### src/rtl/demux_2mapas_escrita.sv
// Write side of the 2-map selector: loads a map one column at a time into one of two banks.
// Optional: define MAPA_CLEAR_ON_START_EN to clear the selected bank on an accepted start.
module demux_2mapas_escrita #(
  parameter int N_COLS = 5,
  parameter int WIDTH  = 7
) (
  input  logic             clk,
  input  logic             reset,
  input  logic             start,
  input  logic             sel,
  input  logic [WIDTH-1:0] col_in,
  input  logic             col_valid,
  output logic             col_ready,
  output logic             busy,
  output logic             done,
  output logic [2:0]       col_idx,
  input  logic [2:0]       rd_col,
  output logic [WIDTH-1:0] mapa0,
  output logic [WIDTH-1:0] mapa1
);

  typedef enum logic [1:0] {IDLE, LOAD, DONE} state_t;

  state_t           state_q;
  logic             sel_q;
  logic [2:0]       col_idx_q;
  logic             col_ready_q;
  logic             busy_q;
  logic             done_q;
  logic [WIDTH-1:0] bank0_q [N_COLS];
  logic [WIDTH-1:0] bank1_q [N_COLS];

  logic last_col;
  assign last_col = (col_idx_q == 3'(N_COLS - 1));

  always_ff @(posedge clk or posedge reset) begin
    if (reset) begin
      state_q     <= IDLE;
      sel_q       <= 1'b0;
      col_idx_q   <= '0;
      col_ready_q <= 1'b0;
      busy_q      <= 1'b0;
      done_q      <= 1'b0;
      for (int unsigned j = 0; j < N_COLS; j++) begin
        bank0_q[j] <= '0;
        bank1_q[j] <= '0;
      end
    end else begin
      case (state_q)
        IDLE: begin
          if (start) begin
            sel_q       <= sel;
            col_idx_q   <= '0;
            col_ready_q <= 1'b1;
            busy_q      <= 1'b1;
            state_q     <= LOAD;
`ifdef MAPA_CLEAR_ON_START_EN
            for (int unsigned j = 0; j < N_COLS; j++) begin
              if (sel) bank1_q[j] <= '0;
              else     bank0_q[j] <= '0;
            end
`endif
          end
        end
        LOAD: begin
          // col_ready is high throughout LOAD, so col_valid alone completes the handshake
          if (col_valid) begin
            if (sel_q) bank1_q[col_idx_q] <= col_in;
            else       bank0_q[col_idx_q] <= col_in;
            if (last_col) begin
              col_idx_q   <= '0;
              col_ready_q <= 1'b0;
              done_q      <= 1'b1;
              state_q     <= DONE;
            end else begin
              col_idx_q <= col_idx_q + 3'd1;
            end
          end
        end
        DONE: begin
          done_q  <= 1'b0;
          busy_q  <= 1'b0;
          state_q <= IDLE;
        end
        default: begin
          col_ready_q <= 1'b0;
          busy_q      <= 1'b0;
          done_q      <= 1'b0;
          state_q     <= IDLE;
        end
      endcase
    end
  end

  assign col_ready = col_ready_q;
  assign busy      = busy_q;
  assign done      = done_q;
  assign col_idx   = col_idx_q;

  always_comb begin
    mapa0 = '0;
    mapa1 = '0;
    if ({1'b0, rd_col} < 4'(N_COLS)) begin
      mapa0 = bank0_q[rd_col];
      mapa1 = bank1_q[rd_col];
    end
  end

endmodule

### config.mk
export PLATFORM = sky130hd
export DESIGN_NAME = demux_2mapas_escrita
export DESIGN_NICKNAME = d
export VERILOG_FILES = /design/src/rtl/demux_2mapas_escrita.sv
export SDC_FILE = /design/constraint.sdc
export NUM_CORES = 1
export LEC_CHECK = 0
export CORE_MARGIN = 2
export CORE_UTILIZATION = 40
export DETAILED_ROUTE_END_ITERATION = 12
export PLACE_DENSITY = 0.58
export RECOVER_POWER = 50
export SLEW_MARGIN = 30
export SYNTH_ARGS = -nofsm -noshare
export SYNTH_HDL_FRONTEND = slang
export SYNTH_SLANG_ARGS = --single-unit
### constraint.sdc
create_clock -name clk -period 8 [get_ports clk]
set_clock_uncertainty 0.2 [all_clocks]
set_input_delay 2.4 -clock clk [delete_from_list [all_inputs] [get_ports clk]]
set_output_delay 2.4 -clock clk [all_outputs]
set_load 0.03 [all_outputs]
==> metrics.md <==
| Metric | Value |
|---|---|
| Worst-path clk slew | 0.08 ns |
| Setup TNS | 0 ns |
| Share of the synthesized area in the top cell type | 0.5389 |
| GRT Overall Usage | 0.1670 |
| Combinational power share | 0.356 |
| Sequential element share of the synthesized area | 0.5389 |
| Drt drc | 0 |
| Peak VDD IR | 0.0001483 V |
| Switch share | 0.3208 |
| Hold EP | col_ready |
| Core Util, Final | 0.4892 |
| Xor/xnor share of the synthesized area | 0 |
| Syn Std Cell Area | 3669 µm² |
| RSZ-0062 raised after global routing | no |
| Fill count | 789 |
| Internal Power | 0.001077 W |
| Sw power | 0.0005086 W |
| Cells along the critical path | clkdlybuf4s50_1 > buf_4 > nor3b_2 > a221o_1 > clkdlybuf4s50_1 |
| Crit path max fanout | 17 |
| Status | finished, violations left |
| Worst path slowest cell | clkdlybuf4s50_1 |
| Hold Startpoint | col_ready |
| Synthesis Warnings | 0 |
| Final hold slack | 0.2891 ns |
| Largest area contributor in the netlist | dfrtp_1 |
| Detailed Routing Iterations Pass 1 | 4 |
| Port bufs | 34 |
| CP startpoint kind | primary input |
| Io pins | 35 |
| Ranking of synthesized cells by area | dfrtp_1, mux2_2, mux2i_1 |
| Rows | 34 |
| Worst Tran Pin Value | 4.213 ns |
| Cells after Synth | 273 |
| Violated checks | max-capacitance violations, max-slew violations |
| Nets | 323 |
| Commonest non-fill, non-tap cell in the layout | mux2_2 |
| Fmax | 137.7 MHz |
| Final Max Slew Viols | 80 |
| Clock share of power | 0.203 |
| Max cap viols | 1 |
| Setup violators final | 0 |
| Final worst-path cycle share | 0.9081 |
| CP endpoint kind | output port |
| Post-DRT Antenna Nets | 0 |
| Post-Synth Adder-Cell Area | 0.006821 |
| Critical path arrival | 4.66 ns |
| CTS tree | built |
| CTS Buffer Depth | 2 |
| Post-CTS setup buffer count | 0 |
| Post-Synth Simple-Gate Area | 0.06958 |
| Final Hold Viols | 0 |
| CTS Buf Count | 9 |
| Routed vias | 2227 |
| Slew headroom | -1.809 |
| Most used cell, CP | clkdlybuf4s50_1 |
| Die X | 99.77 µm |
| Total Wirelength | 7667 µm |
| Syn Nets | 290 |
| Post-synth cell types | 32 |
| Overflow after GRT | 0 |
| Die area | 9953 µm² |
| Crit Path Class | primary input to output port |
| Later-pin clock latency in the skew report | 0.35 ns |
| Antenna cells | 0 |
| Share of cells above drive strength 1 | 0.3806 |
| Avg WL per Cell | 18.34 µm |
| CTS H-tree lvls | 3 |
| Hold_buf cts | 0 |
| Hold path depth | 1 |
| Die Y | 99.77 µm |
| Largest net degree at the start of global routing | 80 |
| R2R depth | 3 |
| Vias per cell | 5.328 |
| Worst R2R Start | state_q[1] |
| Initial antenna violation count | 0 |
| Final Cell Area | 4308 µm² |
| Crit path time final | 7.265 ns |
| CTS Root Buffer Type | clkbuf_8 |
| Worst Path Required | 5.40 ns |
| Core Box Area | 8806 µm² |
| Synth Area per Inst | 13.44 µm² |
| Area after DPL | 4105 µm² |
| Vias in the first global route | 2399 |
| GP Congestion | 0.7211 |
| Lkg Pwr | 1.914 nW |
| Seq pwr share | 0.441 |
| DR iter-0 viols | 75 |
| Global-route wire length before repair | 12700 µm |
| Combinational family with the most area after synthesis | multiplexers |
| P&R area growth vs syn | 17.43% |
| Mux cell area share after synthesis | 0.2995 |
| Commonest non-fill, non-tap cells in the layout | mux2_2, dfrtp_1, clkdlybuf4s50_1, nor2_1 |
| DPL Wire Length | 5236 µm |
| Worst reg-to-reg setup slack | 5.89 ns |
| Post-CTS Resized | 0 |
| R2r endpoint | bank1_q[8] |
| Design Power | 0.001586 W |
| HP Class | flip-flop to flip-flop |
| Synth Area in Compound Gates | 0.05832 |
| Largest stage delay on the critical path | 0.67 ns |
| Pwr dens | 368.1 nW/µm² |
| Initial Util | 0.4166 |
| Register bit total from synthesis | 79 |
| # clock sinks | 79 |
## cell usage after synthesis (all sizes together)
cell type / count
nand3: 2
a211o: 1
ha: 2
a21oi: 3
a22o: 1
inv: 6
o21ai: 2
nor4b: 3
a22oi: 1
nand2b: 2
a21o: 2
o22a: 1
o22ai: 2
and4b: 1
nand3b: 1
and3: 1
mux2i: 13
nor3: 1
clkbuf: 6
a221o: 12
nor2: 17
mux2: 86
dfrtp: 79
buf: 12
a211oi: 1
nand2: 9
nor3b: 5
and4bb: 1
## metrics by stage
step,setup slack [ns],cells
after global placement,0.7593,403
after global routing,0.3192,418
after detailed placement,0.7219,403
final,0.7353,418
after CTS,0.7112,418
after floorplan,1.578,273
## power groups by stage
stage	logic, W	clock network [W]	registers [W]
4_1_cts	0.000576	0.000331	0.000700
5_1_grt	0.000618	0.000347	0.000725
6_report	0.000565	0.000321	0.000699
3_3_place_gp	0.000561	0	0.000702
3_5_place_dp	0.000572	0	0.000708
2_1_floorplan	0.000418	0	0.000696
## layout make-up
class | count | area [µm²] | share of cell area
Sequential cell | 79 | 1977 | 0.4589
Multi-Input combinational cell | 170 | 1600 | 0.3715
Clock buffer | 10 | 127.6 | 0.02963
Tap cell | 108 | 135.1 | 0.03137
Inverter | 6 | 23.77 | 0.005518
Clock inverter | 5 | 82.58 | 0.01917
Timing Repair Buffer | 40 | 361.6 | 0.08394
## routing by layer
layer / global-route usage / share of wire / up-vias
met5: 0 / 0 / -
met2: 0.2521 / 0.46 / 34
met3: 0.02881 / 0.023 / 15
met1: 0.2384 / 0.49 / 1120
met4: 0.07060 / 0.021 / 0
li1: - / - / 1058
## critical path, delay by kind of cell
| kind | cells | cell delay, ns |
|---|---|---|
| AO/OA/AOI/OAI | 1 | 0.25 |
| AND/OR/NAND/NOR | 1 | 0.53 |
| buffers and inverters | 3 | 1.47 |
## worst max path at each step
stage / slack (ns) / start / end / cells past startpoint
detailed placement: 0.72 / rd_col[0] / mapa1[0] / 5
global placement: 0.76 / rd_col[0] / mapa1[0] / 5
floorplan: 1.58 / rd_col[2] / mapa1[1] / 5
finish: 0.74 / rd_col[0] / mapa1[0] / 5
CTS: 0.71 / rd_col[0] / mapa1[0] / 5
global route: 0.32 / reset / bank0_q[18] / 3
## cell families after synthesis
logic type | Yosys count
fa+ha+maj | 2
buf+inv | 24
flops | 79
mux | 99
compound gates | 26
simple gates | 43
## sequential cells by signal, indices dropped and copies added, names as in the netlist
signal,cells
bank0_q,35
bank1_q,35
busy,1
col_idx,3
col_ready,1
done,1
sel_q,1
state_q,2
No activity file was read; power rests on OpenSTA's default activity.
